`src/rtl/axi_read_arbiter.sv`:
```
// N-master to single AXI3 read channel arbiter: one outstanding burst, ARID = grant index.
// Round-robin (ARB_MODE=0) or fixed priority with index 0 highest (ARB_MODE=1).
module axi_read_arbiter #(
  parameter int unsigned N_MASTERS = 3,
  parameter int unsigned ADDR_W    = 32,
  parameter int unsigned DATA_W    = 32,
  parameter int unsigned ID_W      = 4,
  parameter int unsigned ARB_MODE  = 0
) (
  input  logic                            clk,
  input  logic                            rst_n,
  input  logic [N_MASTERS-1:0]            m_arvalid,
  output logic [N_MASTERS-1:0]            m_arready,
  input  logic [N_MASTERS*(ADDR_W+9)-1:0] m_arinfo,
  output logic [N_MASTERS-1:0]            m_rvalid,
  input  logic [N_MASTERS-1:0]            m_rready,
  output logic [ID_W-1:0]                 arid,
  output logic [ADDR_W-1:0]               araddr,
  output logic [3:0]                      arlen,
  output logic [2:0]                      arsize,
  output logic [1:0]                      arburst,
  output logic                            arvalid,
  input  logic                            arready,
  input  logic [ID_W-1:0]                 rid,
  input  logic                            rlast,
  input  logic                            rvalid,
  output logic                            rready
);

  localparam int unsigned GW = (N_MASTERS > 1) ? $clog2(N_MASTERS) : 1;
  localparam int unsigned IW = ADDR_W + 9;

  typedef enum logic [1:0] {IDLE, ADDR, DATA} state_t;

  state_t          state;
  logic [GW-1:0]   grant;
  logic [GW-1:0]   rr_ptr;
  logic [GW-1:0]   winner;
  logic [GW-1:0]   grant_inc;
  logic [GW-1:0]   scan_idx;
  logic            any_req;
  logic [IW-1:0]   info;
  int unsigned     scan_pos;

  // Scan order starts at rr_ptr in round-robin mode, at 0 in fixed-priority mode.
  always_comb begin
    winner   = '0;
    any_req  = 1'b0;
    scan_pos = 0;
    scan_idx = '0;
    for (int unsigned i = 0; i < N_MASTERS; i++) begin
      scan_pos = (ARB_MODE == 0) ? ((32'(rr_ptr) + i) % N_MASTERS) : i;
      scan_idx = GW'(scan_pos);
      if (!any_req && m_arvalid[scan_idx]) begin
        any_req = 1'b1;
        winner  = scan_idx;
      end
    end
  end

  assign grant_inc = (grant == GW'(N_MASTERS - 1)) ? '0 : grant + GW'(1);
  assign info      = m_arinfo[32'(grant) * IW +: IW];

  always_comb begin
    m_arready = '0;
    m_rvalid  = '0;
    arvalid   = 1'b0;
    rready    = 1'b0;
    arid      = '0;
    araddr    = '0;
    arlen     = '0;
    arsize    = '0;
    arburst   = '0;
    case (state)
      ADDR: begin
        arvalid                      = m_arvalid[grant];
        m_arready[grant]             = arready;
        arid                         = ID_W'(grant);
        {araddr, arlen, arsize, arburst} = info;
      end
      DATA: begin
        m_rvalid[grant] = rvalid;
        rready          = m_rready[grant];
      end
      default: ;
    endcase
  end

  always_ff @(posedge clk or negedge rst_n) begin
    if (!rst_n) begin
      state  <= IDLE;
      grant  <= '0;
      rr_ptr <= '0;
    end else begin
      case (state)
        IDLE: begin
          if (any_req) begin
            grant <= winner;
            state <= ADDR;
          end
        end
        ADDR: begin
          // Request withdrawn before the handshake: abandon without a transfer.
          if (!m_arvalid[grant])
            state <= IDLE;
          else if (arready)
            state <= DATA;
        end
        DATA: begin
          if (rvalid && m_rready[grant] && rlast) begin
            state <= IDLE;
            if (ARB_MODE == 0)
              rr_ptr <= grant_inc;
          end
        end
        default: state <= IDLE;
      endcase
    end
  end

  rid_matches_grant: assert property (@(posedge clk) disable iff (!rst_n)
    (state == DATA && rvalid) |-> (rid == ID_W'(grant)));

  params_legal: assert property (@(posedge clk)
    (ID_W >= GW) && (N_MASTERS >= 1) && (DATA_W % 8 == 0));

endmodule

```
`config.mk`:
```
export PLATFORM = sky130hd
export DESIGN_NAME = axi_read_arbiter
export DESIGN_NICKNAME = d
export VERILOG_FILES = /design/src/rtl/axi_read_arbiter.sv
export SDC_FILE = /design/constraint.sdc
export NUM_CORES = 1
export LEC_CHECK = 0
export BUFFER_PORTS_ARGS = -buffer_cell sky130_fd_sc_hd__buf_2
export CAP_MARGIN = 30
export CORE_MARGIN = 3
export CORE_UTILIZATION = 32
export DETAILED_ROUTE_END_ITERATION = 16
export PLACE_DENSITY_LB_ADDON = 0.15
export SLEW_MARGIN = 15
export SYNTH_ARGS = -nofsm -noshare
export SYNTH_HDL_FRONTEND = slang
export SYNTH_SLANG_ARGS = --single-unit
```
`constraint.sdc`:
```
create_clock -name clk -period 1.8 [get_ports clk]
set_input_delay 0.09 -clock clk [delete_from_list [all_inputs] [get_ports clk]]
set_output_delay 0.09 -clock clk [all_outputs]
set_load 0.01 [all_outputs]
```
Yosys cells after proc, flatten, opt, wreduce, memory -nomap -nowiden --
Cells that the tools add are included.
Word-level totals: memories kept 0, bits in writable memories 0, word-level logic and storage cells 68, flip-flop bits (word level) 6, bits in latches 0, ROM bits 0, input bits 138, output and inout bits 53
Operators by class: multiplexer cells 33, divide/modulo/power cells 3, bitwise logic cells 2, equality and inequality tests 6, reduce and logical (&&, ||, !) cells 11, magnitude comparators 5, multipliers 1, $add $sub $neg 3, shifts and indexed selects 1
Operator list (number):
- $shiftx A123 B9 Y41 | 1
- $mod A32 B2 Y32 const B | 2
- $mod A2 B2 Y32 const B | 1
- $mux W32 | 1
- $mux W2 | 10
- $lt A2 B3 Y1 const B | 4
- $mux W1 | 11
- $bmux W1 S2 | 5
- $mux W3 | 3
- $mul A2 B6 Y8 const B | 1
- $and A3 B3 Y3 | 2
- $pmux W2 S3 | 1
- $logic_and A1 B1 Y1 | 5
- $eq A2 B2 Y1 const B | 2
- $mux W4 | 1
- $ne A2 B2 Y1 const B | 2
- $reduce_and A2 Y1 | 2
- $add A2 B1 Y3 const B | 1
- $add A2 B2 Y3 const B | 1
- $ne A3 B3 Y1 const B | 1
- $reduce_and A3 Y1 | 1
- $add A2 B1 Y2 const B | 1
- $demux W1 S2 | 1
- $eq A2 B1 Y1 const B | 1
- 3 further kinds | 4

Longest topological paths before layout --
Gate-level depths: netlist (run 1).
depth in word-level cells 12, gate-level depth with buffers 8, gate-level depth less buffers 7

Worst setup path before layout (run 1) --
Ideal clock, no wire load.
path kind reg-to-reg, from reg rr_ptr[0], to reg grant[0], setup time 0.122 ns, clock period less this slack 1.747 ns, arrival 1.625 ns, buffers on the path 1, required time 1.678 ns, cell stages (with the launch flop) 8, slack 0.053 ns, cell sequence dfrtp_1 > inv_1 > ha_1 > buf_2 > nand2_1 > a21o_1 > a311o_1 > a32o_1
On the way: cells in the longest elaborated chain, start to end 11, elaborated cells on any way between the ends 22, those cells by class add/sub (2); div (3); mux (12); reduce/logical (5)
Ends and longest elaborated chain:
- from (decl) | RTL line 37 | logic [GW-1:0] rr_ptr;
- from (signal assigned) | RTL line 113 | rr_ptr <= grant_inc;
- parallel branches: the longest is 11 deep, another holds $mod A32 B2 Y32
- to (signal assigned) | RTL line 98 | grant <= winner;
- to (decl) | RTL line 36 | logic [GW-1:0] grant;
Several ways; the timed one is not identified. The select of a mux whose other input is x is not followed. A chain may end at the register's enable or synchronous reset.

Worst setup path after layout (run 1) --
from reg rr_ptr[1], to reg grant[0]
Same word-level chain as after synthesis.

==> results of run 1 <==
-- power breakdown --
part	switching, mW	internal [mW]	total [mW]
Clock	0.0603	0.152	0.213
Combinational	1.79	1.58	3.37
Sequential	0.0840	0.198	0.282
Total	1.94	1.93	3.86
-- cell usage after synthesis (4+ instances only) --
cell type  count  area [um2]
a21oi_1       44         220
mux2i_1       45         450
nand2_1       10        37.5
dfrtp_1        6         150
nand2b_1       6        37.5
and2_1         4        25.0
buf_4          7        52.6
clkbuf_1      11        41.3
nor2b_1        5        31.3
buf_2          6        30.0
nor2_1        91         342
-- state kept, by name, indices dropped and copies added, names as in the netlist --
| signal | cells |
|---|---|
| state | 2 |
| rr_ptr | 2 |
| grant | 2 |
-- layout make-up --
cell class / count / share of cell area
Tap cell: 70 / 0.0310
Multi-Input combinational cell: 235 / 0.513
Sequential cell: 6 / 0.0540
Inverter: 3 / 0.00398
Timing Repair Buffer: 204 / 0.382
Clock buffer: 4 / 0.0159
-- routing by layer --
metal | global-route usage | up-vias
li1 | - | 1279
met1 | 0.252 | 1100
met2 | 0.358 | 97
met3 | 0.0420 | 10
met4 | 0.0687 | 0
met5 | 0 | -
-- cell usage in the layout (no fill, tap or decap), types with 3 or more instances in the layout --
cell type / netlist / routed
buf_4: 7 / 17
nand2b_1: 6 / 5
buf_2: 6 / 184
nand2_1: 10 / 10
a32o_1: 3 / 3
clkbuf_8: 0 / 3
a21oi_1: 44 / 43
o21ai_0: 3 / 3
nor2_1: 91 / 91
nor2b_1: 5 / 5
dfrtp_1: 6 / 4
mux2i_1: 45 / 45
and2_1: 4 / 4
-- how the worst min path moves through the flow --
stage                            to  slack [ns]
after global placement    rr_ptr[0]       -0.08
after detailed placement   state[1]       -0.08
after floorplan            grant[0]       -0.21
after global routing       state[0]        0.10
after CTS                  state[0]         0.1
final                      state[0]        0.09
-- repair_timing --
action | CTS | global route
endpoints found under the setup margin | 3 | 19
buffers inserted | 0 | 2
gates resized for setup | 2 | 9
hold endpoints to repair | 6 | 0
hold buffers | 1 | 0
-- logic make-up after synthesis --
| family | count (synthesis) | share of synthesized area |
|---|---|---|
| flops | 6 | 0.0877 |
| fa+ha+maj | 3 | 0.0219 |
| simple gates | 122 | 0.311 |
| buf+inv | 30 | 0.0898 |
| other cells | 1 | 0.00219 |
| mux | 46 | 0.272 |
| compound gates | 62 | 0.215 |
-- through the flow --
stage                     worst slack [ns]  setup TNS (ns)  cell area [um2]  power (mW)
after floorplan                     0.0533               0             1720        2.46
after global placement             -0.0316         -0.0630             2710        3.45
after detailed placement           -0.0712          -0.172             2710        3.48
after CTS                           0.0194               0             2770        3.72
after global routing               -0.0524          -0.112             2830        4.25
final                               0.0396               0             2830        3.86
-- worst reg2reg max path: cells and delay by family, from the launching register on --
family	cells	cell delay (ns)
compound gates	3	0.73
flops	1	0.38
buf+inv	1	0.14
mux	1	0.13
fa+ha+maj	1	0.18
simple gates	1	0.08
==> flow_summary.json, run 1 <==
{
  "outcome": "complete, no violations",
  "critPathCaptureType": "flop",
  "crit_buf_inv": 1,
  "place_congestion": 0.901,
  "slew_viol_final": 0,
  "p_leak_nw": 1.62,
  "clk_latency_ns": 0.22,
  "max_cap_violations": 0,
  "critPathCapture": "grant[0]",
  "nets": 594,
  "post-dp-hpwl_mm": 5.74,
  "yosys_warnings": 0,
  "antenna_found_initial": 0,
  "dr_wl_met2_mm": 3.50,
  "cts_max_level": 1,
  "clkTransAtPathRegs_ns": 0.04,
  "drt-wirelength-per-cell_um": 13.5,
  "io_buffers": 184,
  "regArea_um2": 153,
  "die-area_um2": 6270,
  "setup_viol": 0,
  "row_count": 26,
  "period_share": 0.978,
  "multi_input_area_um2": 1450,
  "boundaryPins": 191,
  "grt_use_total": 0.206,
  "diodes": 0,
  "synth-edff-count": 0,
  "core_area_um2": 5140,
  "crit_chain": "buf_4 -> ha_4 -> mux2i_1 -> o21ai_2 -> nor2_2 -> a311o_1 -> a32o_1",
  "synth_cells": 270,
  "cts-root-buf": "clkbuf_8",
  "r2r_setup_slack_ns": 0.04,
  "holdWs_ns": 0.0945,
  "hold_start": "arready",
  "dieHeight_um": 79.2,
  "viasPerCell": 4.76,
  "fillers": 564,
  "synth_area_per_cell_um2": 6.34,
  "reg2reg_depth": 7,
  "overflow": 0,
  "ys_types": 35,
  "syn_to_final_growth_pct": 65.2,
  "top_layer_used": "met4",
  "die_w_um": 79.2,
  "clockBufferDepth": 2,
  "cts_buffers": 3,
  "grt_start_max_net_pins": 25,
  "cp-startpoint": "rr_ptr[1]",
  "drt_pass1_iterations": 4,
  "antenna_left": 0,
  "clkSinkCount": 6,
  "yosysSeqAreaShare": 0.0877,
  "drt_iter0_drc": 73,
  "num_vias": 2486,
  "fin_skew_ns": 0.00308,
  "worstSetupStartpointType": "flop",
  "holdPathStages": 2,
  "yosys_register_bits": 6,
  "required_ns": 1.91,
  "routed_wl_mm": 7.03,
  "r2r-end": "grant[0]",
  "final_util": 0.550,
  "crit_family": "compound AO/OA/AOI/OAI gates",
  "final_cell_count_no_fill": 522,
  "crit_arrival_ns": 1.87,
  "ys.flop_type": "dfrtp_1",
  "drc_errors": 0,
  "cts_tree": "yes",
  "start_util": 0.333,
  "rsz0062_at_grt": "yes",
  "critical-path-slowest-cell": "dfrtp_1",
  "hp-class": "in -> reg",
  "critPathMaxStageDelay_ns": 0.38,
  "fmax_mhz": 568,
  "vdd_drop_max_v": 0.000678,
  "worstPathMaxFanout": 9,
  "drive_gt1_frac": 0.489,
  "worstSetupPathType": "reg -> reg",
  "cp.depth": 7,
  "wl_met3_um": 534,
  "rr_startpoint": "rr_ptr[1]",
  "synthArstFlopShare": 1.00,
  "drt-met1-wl_mm": 2.89,
  "grt_pass1_vias": 2259,
  "powerDensity_nw_per_um2": 1370,
  "hold_viol_final": 0,
  "grt_pass1_wl_mm": 10.5,
  "layout_min_cycle_time_ns": 1.76,
  "dpl.cell_count": 515,
  "mappedNetlistArea_um2": 1710
}
(Power assumes the default switching activity.)
==> inputs of run 2 (changes only) <==
--- a/config.mk
+++ b/config.mk
@@ -7,8 +7,10 @@
 export LEC_CHECK = 0
 export BUFFER_PORTS_ARGS = -buffer_cell sky130_fd_sc_hd__buf_2
 export CAP_MARGIN = 30
+export CELL_PAD_IN_SITES_DETAIL_PLACEMENT = 1
+export CELL_PAD_IN_SITES_GLOBAL_PLACEMENT = 1
 export CORE_MARGIN = 3
-export CORE_UTILIZATION = 32
+export CORE_UTILIZATION = 19
 export DETAILED_ROUTE_END_ITERATION = 16
 export PLACE_DENSITY_LB_ADDON = 0.15
 export SLEW_MARGIN = 15
==> flow_summary.json, run 2 (synthesis results as in run 1) <==
{
  "drc_errors": 0,
  "viasPerCell": 4.54,
  "final_cell_mix": "buf_2, nor2_1, mux2i_1, a21oi_1, buf_4",
  "routed_wl_mm": 7.80,
  "hold_start": "arready",
  "clkTransAtPathRegs_ns": 0.04,
  "finalPower_mw": 4.11,
  "fmax_mhz": 562,
  "post-dp-hpwl_mm": 6.38,
  "drt_iter0_drc": 27,
  "layout_min_cycle_time_ns": 1.78,
  "grt_pass1_wl_mm": 11.7,
  "die_w_um": 101,
  "final_common_cell": "buf_2",
  "boundaryPins": 191,
  "antenna_found_initial": 0,
  "rsz0062_at_grt": "yes",
  "core_area_um2": 8720,
  "period_share": 0.989,
  "die-area_um2": 10200,
  "dieHeight_um": 101,
  "vdd_drop_max_v": 0.000474,
  "place_congestion": 0.804,
  "worstSetupStartpointType": "flop",
  "drt-wirelength-per-cell_um": 13.9,
  "diodes": 0,
  "p_leak_nw": 1.65,
  "clockBufferDepth": 2,
  "nets": 596,
  "worstSetupPathType": "reg -> reg",
  "cts_buffers": 3,
  "r2r-end": "grant[0]",
  "worstHoldEndpoint": "state[0]",
  "syn_to_final_growth_pct": 74.7,
  "rr_startpoint": "rr_ptr[0]",
  "overflow": 0,
  "drive_gt1_frac": 0.509,
  "num_vias": 2550,
  "start_util": 0.196,
  "grt_start_max_net_pins": 36,
  "slew_viol_final": 0,
  "r2r_setup_slack_ns": 0.02,
  "clk_latency_ns": 0.22,
  "critPathCaptureType": "flop",
  "fin_skew_ns": 0.00275,
  "grt_pass1_vias": 2490,
  "reg2reg_depth": 7,
  "crit_arrival_ns": 1.89,
  "io_buffers": 184,
  "holdPathStages": 2,
  "cts-root-buf": "clkbuf_8",
  "clkSinkCount": 6,
  "outcome": "complete, no violations",
  "cts_max_level": 1,
  "row_count": 34,
  "hp-class": "in -> reg",
  "antenna_left": 0,
  "top_regs": "grant: 2 flops, rr_ptr: 2 flops, state: 2 flops",
  "worstPathMaxFanout": 4,
  "drt_pass1_iterations": 4,
  "hold_viol_final": 0,
  "required_ns": 1.91,
  "powerDensity_nw_per_um2": 1370,
  "grt_use_total": 0.139,
  "max_cap_violations": 0,
  "setup_viol": 0,
  "cts_tree": "yes",
  "fin_area_um2": 2990,
  "dpl_cell_area_um2": 2750
}
run 2: cell count changes in the layout (fill, tap and decap cells not counted), sizes merged:
cell	previous run	this run
buf	203	204
clkbuf	4	5
run 2: layout make-up:
type / instances / area [um2]
Clock buffer: 4 / 45.0
Sequential cell: 6 / 154
Timing Repair Buffer: 206 / 1130
Fill cell: 1156 / 5730
Tap cell: 108 / 135
Multi-Input combinational cell: 235 / 1520
Inverter: 3 / 11.3
run 2: timing repair:
item                                    CTS  global route
endpoints found under the setup margin    7            21
hold buffers                              1             0
hold endpoints to repair                  6             0
resized for setup                        11            20
buffers inserted                          1             6
pin swaps                                 1             5
run 2: stage by stage:
step           setup WS, ns  setup TNS (ns)  utilization  instances  hold WS, ns
3_5_place_dp         -0.119          -0.311        0.316        550      -0.0743
2_1_floorplan        0.0533               0            -        271       -0.206
6_report             0.0197               0        0.343        562       0.0927
4_1_cts             0.00545               0        0.327        556       0.0969
3_3_place_gp        -0.0718          -0.167        0.316        550      -0.0755
5_1_grt             -0.0503         -0.0964        0.343        562        0.117
run 2: worst max-delay path: stages, from the launching register on:
cell	delay [ns]
dfrtp_2	0.42
buf_4	0.14
buf_4	0.13
ha_4	0.17
o21ai_4	0.17
nor2_4	0.07
a311o_1	0.34
a32o_1	0.23
run 2: report_power, final:
| group | internal [mW] | switching [mW] |
|---|---|---|
| sequential | 0.199 | 0.0921 |
| clock | 0.152 | 0.0605 |
| combinational | 1.69 | 1.91 |
| total | 2.05 | 2.06 |
run 2: how the worst max path moves through the flow:
| stage | endpoint | from | depth (start not counted) | slack [ns] |
|---|---|---|---|---|
| CTS | grant[0] | rr_ptr[1] | 8 | 0.005 |
| global route | grant[0] | rr_ptr[0] | 8 | -0.05 |
| global placement | grant[0] | rr_ptr[0] | 7 | -0.07 |
| finish | grant[0] | rr_ptr[0] | 7 | 0.02 |
| floorplan | grant[0] | rr_ptr[0] | 7 | 0.05 |
| detailed placement | grant[0] | rr_ptr[0] | 7 | -0.12 |
run 2: per-layer routing:
layer	share of wire	global-route usage	wire length [um]
met5	0	0	0
met2	0.51	0.262	4020
met1	0.40	0.163	3150
met3	0.071	0.0221	551
met4	0.011	0.0337	85
==> inputs of run 3 (changes only) <==
--- a/config.mk
+++ b/config.mk
@@ -10,7 +10,7 @@
 export CELL_PAD_IN_SITES_DETAIL_PLACEMENT = 1
 export CELL_PAD_IN_SITES_GLOBAL_PLACEMENT = 1
 export CORE_MARGIN = 3
-export CORE_UTILIZATION = 19
+export CORE_UTILIZATION = 21
 export DETAILED_ROUTE_END_ITERATION = 16
 export PLACE_DENSITY_LB_ADDON = 0.15
 export SLEW_MARGIN = 15
==> constraint.sdc (replaced) <==
create_clock -name clk -period 1.65 [get_ports clk]
set_input_delay 0.0825 -clock clk [delete_from_list [all_inputs] [get_ports clk]]
set_output_delay 0.0825 -clock clk [all_outputs]
set_load 0.01 [all_outputs]
==> flow_summary.json, run 3 (synthesis results as in run 1) <==
{
  "io_buffers": 184,
  "clkSinkCount": 6,
  "routed_wl_mm": 9.96,
  "powerDensity_nw_per_um2": 1610,
  "cp-startpoint": "grant[1]",
  "viasPerCell": 4.63,
  "drt_iter0_drc": 34,
  "r2r_setup_slack_ns": -0.18,
  "grt_pass1_wl_mm": 12.3,
  "diodes": 0,
  "drt_pass1_iterations": 4,
  "grt_start_max_net_pins": 43,
  "worstSetupPathType": "reg -> reg",
  "critPathCaptureType": "flop",
  "dieHeight_um": 96.3,
  "setup_viol": 49,
  "syn_to_final_growth_pct": 104,
  "drc_errors": 0,
  "critPathCapture": "rr_ptr[0]",
  "clkTransAtPathRegs_ns": 0.04,
  "critPathMaxStageDelay_ns": 0.49,
  "clk_latency_ns": 0.22,
  "grt_pass1_vias": 2582,
  "crit_chain": "buf_8 -> nor2b_4 -> buf_12 -> o2bb2ai_2 -> and2_4 -> nand3_2 -> mux2_4",
  "start_util": 0.219,
  "rr_startpoint": "grant[1]",
  "num_vias": 2665,
  "overflow": 0,
  "p_leak_nw": 1.84,
  "final_common_cell": "buf_2",
  "worstPathMaxFanout": 5,
  "hold_viol_final": 0,
  "boundaryPins": 191,
  "cts_buffers": 3,
  "drt-wirelength-per-cell_um": 17.3,
  "outcome": "complete, but fails checks",
  "die_w_um": 96.3,
  "fin_ws_ns": -0.181,
  "vdd_drop_max_v": 0.000431,
  "place_congestion": 0.812,
  "fmax_mhz": 546,
  "drive_gt1_frac": 0.605,
  "top_regs": "grant: 2 flops, rr_ptr: 2 flops, state: 2 flops",
  "grt_use_total": 0.166,
  "row_count": 32,
  "required_ns": 1.75,
  "period_share": 1.11,
  "slew_viol_final": 0,
  "max_cap_violations": 0,
  "rsz0062_at_grt": "yes",
  "cts_tree": "yes",
  "cts-root-buf": "clkbuf_8",
  "place_worst_setup_slack_ns": -0.143,
  "cts_max_level": 1,
  "worstSetupStartpointType": "flop",
  "hp-class": "in -> reg",
  "antenna_left": 0,
  "core_area_um2": 7810,
  "violations": "setup timing",
  "holdWs_ns": 0.111,
  "final_cell_mix": "buf_2, nor2_1, mux2i_1, a21oi_2, buf_4",
  "layout_min_cycle_time_ns": 1.83,
  "crit_arrival_ns": 1.93,
  "reg2reg_depth": 7,
  "fin_skew_ns": 0.00144,
  "die-area_um2": 9280,
  "critical-path-slowest-cell": "dfrtp_4",
  "post-dp-hpwl_mm": 6.66,
  "nets": 615,
  "r2r-end": "rr_ptr[0]",
  "clockBufferDepth": 2,
  "antenna_found_initial": 0
}
run 3: where the power goes:
| group | switching (mW) | total (mW) | internal, mW | leakage (nW) |
|---|---|---|---|---|
| logic | 2.51 | 5.09 | 2.58 | 1.74 |
| registers | 0.0855 | 0.309 | 0.223 | 0.0709 |
| clock network | 0.0682 | 0.235 | 0.167 | 0.0228 |
run 3: area by class of cell:
class | instances | area, um2
fillers | 1040 | 4320
multi-input cells | 235 | 1630
repair buffers | 225 | 1520
flip-flops and latches | 6 | 156
well taps | 102 | 128
clock buffers | 4 | 45.0
inverters | 3 | 11.3
run 3: per-layer routing:
| metal | vias to the layer above | global-route usage | routed length [um] |
|---|---|---|---|
| met4 | 0 | 0.00350 | 0 |
| li1 | 1323 | - | - |
| met1 | 1246 | 0.186 | 3920 |
| met5 | - | 0 | 0 |
| met2 | 96 | 0.325 | 5430 |
| met3 | 0 | 0.0446 | 615 |
run 3: worst min-delay path by stage:
stage                       start         to  slack, ns  cells after the start
after floorplan             rst_n   grant[0]      -0.21                      0
after CTS                 arready   state[0]        0.1                      2
after detailed placement    rst_n  rr_ptr[0]      -0.08                      1
after global placement      rst_n   state[1]      -0.08                      1
after global routing      arready   state[0]       0.11                      2
final                     arready   state[0]       0.11                      2
run 3: per-stage QoR:
step	total power, mW	utilization	cell area (um2)	TNS (ns)	cells
CTS	4.51	0.373	2910	-0.519	553
global route	6.09	0.447	3490	-6.77	575
detailed placement	4.04	0.356	2780	-0.395	545
global placement	4.01	0.356	2780	-0.329	545
finish	5.63	0.447	3490	-3.96	575
floorplan	2.78	-	1750	-0.0730	271
run 3: worst max-delay path, delay by kind of cell, from the launching register on:
| kind | cells | cell delay, ns |
|---|---|---|
| AOI/OAI and AO/OA | 1 | 0.13 |
| buffers and inverters | 2 | 0.31 |
| DFF | 1 | 0.49 |
| muxes | 1 | 0.31 |
| and+or+nand+nor | 3 | 0.47 |
run 3: timing repair:
| action | 4_1_cts | 5_1_grt |
|---|---|---|
| resized for setup | 8 | 62 |
| setup endpoints to repair | 7 | 46 |
| setup buffers | 2 | 11 |
| pin swaps | 3 | 50 |
| gates cloned | 1 | 11 |
| hold buffers | 1 | 0 |
| hold endpoints to repair | 6 | 0 |
